File: src/rtl/bus_arbiter.sv
// Two-master (CPU = master 0, DMA = master 1) round-robin arbiter in front of one
// shared slave bus, with a per-transaction response timeout.
module bus_arbiter #(
    parameter int unsigned TIMEOUT = 16
) (
    input  logic        clk,
    input  logic        rst,
    input  logic        m0_rd,
    input  logic        m0_wr,
    input  logic [31:0] m0_addr,
    input  logic [3:0]  m0_wrmask,
    input  logic [31:0] m0_wdata,
    output logic        m0_rd_valid,
    output logic        m0_wr_valid,
    output logic [31:0] m0_rdata,
    output logic        m0_err,
    input  logic        m1_rd,
    input  logic        m1_wr,
    input  logic [31:0] m1_addr,
    input  logic [3:0]  m1_wrmask,
    input  logic [31:0] m1_wdata,
    output logic        m1_rd_valid,
    output logic        m1_wr_valid,
    output logic [31:0] m1_rdata,
    output logic        m1_err,
    output logic        s_rd,
    output logic        s_wr,
    output logic [31:0] s_addr,
    output logic [3:0]  s_wrmask,
    output logic [31:0] s_wdata,
    input  logic        s_rd_valid,
    input  logic        s_wr_valid,
    input  logic [31:0] s_rdata
);

    typedef enum logic [0:0] {
        ST_IDLE = 1'b0,
        ST_BUSY = 1'b1
    } state_e;

    localparam logic [7:0] CNT_LAST = 8'(TIMEOUT - 32'd1);
    localparam logic [7:0] CNT_MAX  = 8'(TIMEOUT);

    state_e      state_q, state_d;
    logic        grant_q, grant_d;
    logic        last_grant_q, last_grant_d;
    logic [7:0]  cnt_q, cnt_d;

    logic        m0_req_s, m1_req_s;
    logic        busy_s;
    logic        g_rd_s, g_wr_s, g_req_s;
    logic [31:0] g_addr_s, g_wdata_s;
    logic [3:0]  g_wrmask_s;
    logic        rsp_s, abandon_s, done_s, timeout_s;
    logic        rd_valid_s, wr_valid_s, err_s;
    logic [31:0] rdata_s;

    assign m0_req_s = m0_rd | m0_wr;
    assign m1_req_s = m1_rd | m1_wr;
    assign busy_s   = (state_q == ST_BUSY);

    // Select the request payload of whichever master currently holds the grant.
    always_comb begin
        if (grant_q) begin
            g_rd_s     = m1_rd;
            g_wr_s     = m1_wr;
            g_addr_s   = m1_addr;
            g_wrmask_s = m1_wrmask;
            g_wdata_s  = m1_wdata;
        end else begin
            g_rd_s     = m0_rd;
            g_wr_s     = m0_wr;
            g_addr_s   = m0_addr;
            g_wrmask_s = m0_wrmask;
            g_wdata_s  = m0_wdata;
        end
    end

    // Abandon outranks a response, and a response outranks a timeout in the same cycle.
    assign g_req_s   = g_rd_s | g_wr_s;
    assign rsp_s     = s_rd_valid | s_wr_valid;
    assign abandon_s = busy_s & ~g_req_s;
    assign done_s    = busy_s & g_req_s & rsp_s;
    assign timeout_s = busy_s & g_req_s & ~rsp_s & (cnt_q == CNT_LAST);

    // Shared slave bus: quiet in IDLE, a read wins over a simultaneous write.
    always_comb begin
        s_rd     = 1'b0;
        s_wr     = 1'b0;
        s_addr   = 32'h0000_0000;
        s_wrmask = 4'h0;
        s_wdata  = 32'h0000_0000;
        if (busy_s) begin
            s_rd     = g_rd_s;
            s_wr     = g_wr_s & ~g_rd_s;
            s_addr   = g_addr_s;
            s_wrmask = g_wrmask_s;
            s_wdata  = g_wdata_s;
        end else begin
            s_rd     = 1'b0;
            s_wr     = 1'b0;
        end
    end

    // Completion seen by the granted master: forwarded slave response or timeout error.
    always_comb begin
        rd_valid_s = 1'b0;
        wr_valid_s = 1'b0;
        err_s      = 1'b0;
        rdata_s    = 32'h0000_0000;
        if (done_s) begin
            rd_valid_s = s_rd_valid;
            wr_valid_s = s_wr_valid;
            rdata_s    = s_rdata;
        end else if (timeout_s) begin
            err_s      = 1'b1;
            rd_valid_s = g_rd_s;
            wr_valid_s = ~g_rd_s;
        end else begin
            err_s      = 1'b0;
        end
    end

    // Route the completion to the granted master only; the other one sees zeros.
    always_comb begin
        m0_rd_valid = 1'b0;
        m0_wr_valid = 1'b0;
        m0_rdata    = 32'h0000_0000;
        m0_err      = 1'b0;
        m1_rd_valid = 1'b0;
        m1_wr_valid = 1'b0;
        m1_rdata    = 32'h0000_0000;
        m1_err      = 1'b0;
        if (grant_q) begin
            m1_rd_valid = rd_valid_s;
            m1_wr_valid = wr_valid_s;
            m1_rdata    = rdata_s;
            m1_err      = err_s;
        end else begin
            m0_rd_valid = rd_valid_s;
            m0_wr_valid = wr_valid_s;
            m0_rdata    = rdata_s;
            m0_err      = err_s;
        end
    end

    // Arbitration and transaction-lifetime next-state logic.
    always_comb begin
        state_d      = state_q;
        grant_d      = grant_q;
        last_grant_d = last_grant_q;
        cnt_d        = cnt_q;
        case (state_q)
            ST_IDLE: begin
                cnt_d = 8'd0;
                if (m0_req_s && m1_req_s) begin
                    grant_d = ~last_grant_q;
                    state_d = ST_BUSY;
                end else if (m0_req_s) begin
                    grant_d = 1'b0;
                    state_d = ST_BUSY;
                end else if (m1_req_s) begin
                    grant_d = 1'b1;
                    state_d = ST_BUSY;
                end else begin
                    state_d = ST_IDLE;
                end
            end
            ST_BUSY: begin
                if (abandon_s || done_s || timeout_s) begin
                    state_d      = ST_IDLE;
                    last_grant_d = grant_q;
                    cnt_d        = 8'd0;
                end else if (cnt_q != CNT_MAX) begin
                    cnt_d = cnt_q + 8'd1;
                end else begin
                    cnt_d = cnt_q;
                end
            end
            default: begin
                state_d = ST_IDLE;
                cnt_d   = 8'd0;
            end
        endcase
    end

    // State registers; last_grant resets to 1 so the first contention goes to master 0.
    always_ff @(posedge clk or negedge rst) begin
        if (!rst) begin
            state_q      <= ST_IDLE;
            grant_q      <= 1'b0;
            last_grant_q <= 1'b1;
            cnt_q        <= 8'd0;
        end else begin
            state_q      <= state_d;
            grant_q      <= grant_d;
            last_grant_q <= last_grant_d;
            cnt_q        <= cnt_d;
        end
    end

endmodule

File: config.mk
export PLATFORM = sky130hd
export DESIGN_NAME = bus_arbiter
export DESIGN_NICKNAME = d
export VERILOG_FILES = /design/src/rtl/bus_arbiter.sv
export SDC_FILE = /design/constraint.sdc
export NUM_CORES = 1
export LEC_CHECK = 0
export ABC_CLOCK_PERIOD_IN_PS = 2090
export BUFFER_PORTS_ARGS = -buffer_cell sky130_fd_sc_hd__buf_2
export CORE_AREA = 2 2 123 125
export CTS_CLUSTER_SIZE = 30
export DETAILED_ROUTE_END_ITERATION = 7
export DIE_AREA = 0 0 125 127
export GPL_ROUTABILITY_DRIVEN = 0
export SYNTH_ARGS = -nofsm -noshare
export SYNTH_HDL_FRONTEND = slang
export SYNTH_SLANG_ARGS = --single-unit
File: constraint.sdc
create_clock -name clk -period 2.09 [get_ports clk]
set_input_delay 0.1045 -clock clk [delete_from_list [all_inputs] [get_ports clk]]
set_output_delay 0.1045 -clock clk [all_outputs]
set_load 0.005 [all_outputs]
Yosys cells after proc, flatten, opt, wreduce, memory -nomap -nowiden
Cells that the tools add are included.

storage, ports and cells
  register bits after elaboration = 11
  input bits = 176
  output and inout bits = 140
  word-level logic and storage cells = 65

cells by class
  $add $sub $neg = 1
  eq/ne operators = 3
  mux-type cells = 36
  bitwise logic cells = 15
  reductions and logical operators = 6

operators with widths
  cell                                                                    number
  32-bit 2-to-1 mux                                                       7
  1-bit 2-to-1 mux                                                        23
  8-bit 2-to-1 mux                                                        2
  8-bit case mux with 2 select lines                                      1
  8-bit by 1-bit adder with 8-bit output (second input constant)          1
  8-bit by 4-bit equality test with 1-bit output (second input constant)  1
  4-bit 2-to-1 mux                                                        2
  8-bit by 5-bit != test with 1-bit output (second input constant)        1
  1-bit AND                                                               6
  1-bit inverter                                                          5
  1-bit OR                                                                4
  2-bit AND reduction                                                     2
  3-bit by 1-bit != test with 1-bit output (second input constant)        1
  3-bit nonzero test                                                      1
  1-bit logical OR                                                        2
  1-bit case mux with 2 select lines                                      1
  1-bit logical AND                                                       1

Depth between registers and ports, before layout
  word-level depth = 8
  gate-level depth with buffers = 5
  depth with buffers taken out = 5

Least setup slack after synthesis
No wires, ideal clock.

  kind = register to output
  start point = reg cnt_q[5]
  end point = out m0_rd_valid
  arrival = 1.582 ns
  required time = 1.986 ns
  slack = 0.403 ns
  stages on the path, launching flop included = 5
  buffers on the path = 1
  cell sequence = dfrtp_1 -> or3_1 -> buf_2 -> or4_4 -> a21oi_1

on the way
  longest elaborated chain between the ends = 5

ends and longest elaborated chain
  what                                            line  RTL
  start, declared                                 47    logic [7:0] cnt_q, cnt_d;
  start signal, assigned                          198   cnt_q <= cnt_d;
  8-bit by 4-bit equality test with 1-bit output  84    assign timeout_s = busy_s & g_req_s & ~rsp_s & (cnt_q == CNT_LAST);
  1-bit AND                                       84
  1-bit 2-to-1 mux                                115   end else if (timeout_s) begin
  1-bit 2-to-1 mux                                111   if (done_s) begin
  1-bit 2-to-1 mux                                134   if (grant_q) begin
  end, declared                                   13    output logic m0_rd_valid,

No other way between the ends.

Worst setup path in the final report
  start point = reg cnt_q[5]
  end point = out m0_wr_valid

on the way
  longest elaborated chain between the ends = 5

ends and longest elaborated chain
  what                                            line  RTL
  8-bit by 4-bit equality test with 1-bit output  84
  1-bit AND                                       84
  1-bit 2-to-1 mux                                115
  1-bit 2-to-1 mux                                111
  1-bit 2-to-1 mux                                134
  end, declared                                   14    output logic m0_wr_valid,

No other way between the ends.

==> impl_metrics.json <==
{
  "synth_area_leaders": "mux2i_1 28%, nor2b_1 18%, and2_1 16%",
  "crit_type": "flip-flop to output pin",
  "die_h_um": 127,
  "setup_violations": 0,
  "drt-total-wl_um": 11640,
  "r2r-start": "cnt_q[0]",
  "min_to": "grant_q",
  "max-cap-violations": 0,
  "grt_pass1_vias": 3158,
  "hold_viol": 0,
  "p_per_area_nw_per_um2": 861.1,
  "first_iter_violations": 90,
  "route.vias.total": 3422,
  "synthesis.instances": 317,
  "place_ws_ns": 0.1393,
  "rrSetupSlack_ns": 0.36,
  "rr_worst_depth": 5,
  "clk_latency_ns": 0.24,
  "post-cts-setup-buffer-count": 0,
  "fin_ws_ns": 0.07068,
  "grt_busiest_layer": "met2",
  "fp.dieW_um": 125,
  "slew_violations": 0,
  "synth_top_cell_area_share_pct": 27.95,
  "max_freq_ghz": 0.4952,
  "p_leak_nw": 2.462,
  "cts_tree": "done",
  "regArea_um2": 284.0,
  "portBuffers": 315,
  "crit_path_end_kind": "output pin",
  "r2r_end": "cnt_q[1]",
  "worstPathArrival_ns": 1.91,
  "start_util_pct": 17.13,
  "grt_pass1_wl_um": 16770,
  "antenna_found_initial": 3,
  "multiInputGateArea_um2": 2058,
  "min_path_cells": 3,
  "yosys_warnings": 0,
  "slew_headroom_pct": 60.29,
  "ys_seq_area_share_pct": 11.19,
  "numCtsBuffers": 3,
  "root_buffer": "clkbuf_16",
  "async_reset_ff_share_pct": 100.0,
  "clk_pin_slew_ns": 0.04,
  "outcome": "finished, final reports clean",
  "critPathRequiredTime_ns": 1.99,
  "track_usage_pct": 12.99,
  "min_period_ns": 2.019,
  "hold_slack_ns": 0.2685,
  "period_share_pct": 96.62,
  "stdcell_area_um2": 4365,
  "cp_max_fo": 5,
  "worst_slew_pin_slew_ns": 0.5876,
  "grt_overflow": 0,
  "drcViolationCount": 0,
  "hp-class": "input pin to flip-flop",
  "rsz0062_at_grt": "false",
  "ys_ff_latch": 11,
  "syn_area_um2": 2471,
  "postSynthAreaPerCell_um2": 7.795,
  "yosysUniqueCellTypes": 42,
  "grt_max_degree": 59,
  "hp-start": "m0_wr",
  "numClockSinks": 11,
  "ioPinCount": 316,
  "dpl_cell_area_um2": 4237,
  "fp-row-count": 44,
  "via_per_inst": 4.240,
  "power_mw": 3.759,
  "tns_ns": 0,
  "die-area_um2": 15880,
  "hpwl_um": 9951,
  "synth-edff-count": 0,
  "layout.nets": 801,
  "synth_top_area_cell": "mux2i_1",
  "ys.flop_type": "dfrtp_1",
  "wl_per_cell_um": 14.42,
  "antenna_left": 0,
  "use_met2_pct": 24.04,
  "cts_buffer_depth": 2,
  "coreArea_um2": 14420,
  "finClkSkew_ns": 0.006759,
  "synth.net_count": 495,
  "htreeDepth": 1,
  "area_growth_syn_to_layout_pct": 76.66,
  "drive_gt1_share_pct": 56.27,
  "met1_usage_pct": 14.94,
  "startpoint_type": "flip-flop",
  "first_pass_iters": 6,
  "met3_usage_pct": 2.973,
  "num-fill-cells": 1558,
  "peakVddDrop_v": 0.0004626
}
-- cell usage after synthesis (2+ instances only) --
| cell type | number |
|---|---|
| clkbuf_8 | 3 |
| nor2_1 | 5 |
| a21oi_1 | 5 |
| nor4_1 | 3 |
| nor2b_1 | 70 |
| buf_6 | 2 |
| clkbuf_1 | 14 |
| or3_1 | 3 |
| ha_1 | 2 |
| nand3_1 | 5 |
| nor3_1 | 3 |
| o21ai_0 | 7 |
| inv_1 | 4 |
| dfrtp_1 | 10 |
| a211oi_1 | 7 |
| and2_1 | 65 |
| a211o_1 | 2 |
| nand4b_1 | 2 |
| o211ai_1 | 2 |
| nand2_1 | 5 |
| buf_2 | 7 |
| mux2i_1 | 69 |
| nor4b_1 | 2 |
| nand4bb_1 | 2 |
-- what timing repair did --
action / CTS / global route
gates resized for setup: 2 / 8
endpoints found under the setup margin: 1 / 4
hold endpoints to repair: 11 / 0
pin swaps: 1 / 0
hold buffers: 1 / 0
-- sequential cells by signal, indices dropped and copies added (netlist names) --
signal and count:
grant_q 1, cnt_q 8, last_grant_q 1, busy_s 1
-- worst max-delay path by stage --
stage                     startpoint          end  slack [ns]  cells past startpoint
final                       cnt_q[5]  m0_wr_valid        0.07                      5
after global routing        cnt_q[5]  m0_wr_valid       0.005                      5
after CTS                   cnt_q[5]  m0_rd_valid        0.06                      4
after detailed placement     grant_q       m1_err        0.14                      5
after global placement       grant_q       m1_err        0.15                      5
after floorplan             cnt_q[5]  m0_rd_valid        0.40                      4
-- metal layers --
layer / vias up / share of wire [%]
met3: 12 / 8.9
met5: - / 0.27
met4: 4 / 1.3
met2: 197 / 51
met1: 1515 / 39
li1: 1694 / -
-- worst max-delay path, stage by stage (launching register included) --
cell,delay (ns)
dfrtp_1,0.41
or3_4,0.41
buf_4,0.16
a2111o_1,0.39
a21oi_1,0.16
buf_2,0.14
-- report_power, final --
part / switching (mW) / internal, mW
combinational: 1.50 / 1.59
sequential: 0.0551 / 0.263
clock: 0.0971 / 0.256
-- logic make-up (layout without fill, tap and decap cells) --
group	Yosys count	count (layout)	synth area share, %
XOR/XNOR	1	1	0.3545
other	0	1	0
buffers and inverters	32	337	7.443
multiplexers	69	69	27.95
AND/OR/NAND/NOR	172	172	43.60
AO/OA/AOI/OAI	30	30	8.456
adder cells (fa/ha/maj)	2	2	1.012
flip-flops	11	11	11.19
-- through the flow --
stage,utilization [%],cells
6_report,30.27,807
5_1_grt,30.27,807
4_1_cts,30.03,806
3_5_place_dp,29.37,801
3_3_place_gp,29.37,801
2_1_floorplan,-,317
-- cell type report --
class,instances,share of cell area [%]
inverters,4,0.3439
multi-input cells,274,47.15
diodes,1,0.05732
clock buffers,4,1.806
repair buffers,329,38.87
well taps,184,5.274
flip-flops and latches,11,6.506
-- placed cells by master, fill, tap and decap left out, types with 4 or more instances in the layout --
| cell | instances |
|---|---|
| dfrtp_1 | 6 |
| buf_4 | 12 |
| inv_1 | 4 |
| nand3_1 | 5 |
| and2_1 | 65 |
| nor2b_1 | 70 |
| nand2_1 | 5 |
| mux2i_1 | 69 |
| nor2_1 | 5 |
| o21ai_0 | 6 |
| a211oi_1 | 7 |
| buf_2 | 315 |
No activity file was read; power rests on OpenSTA's default activity.
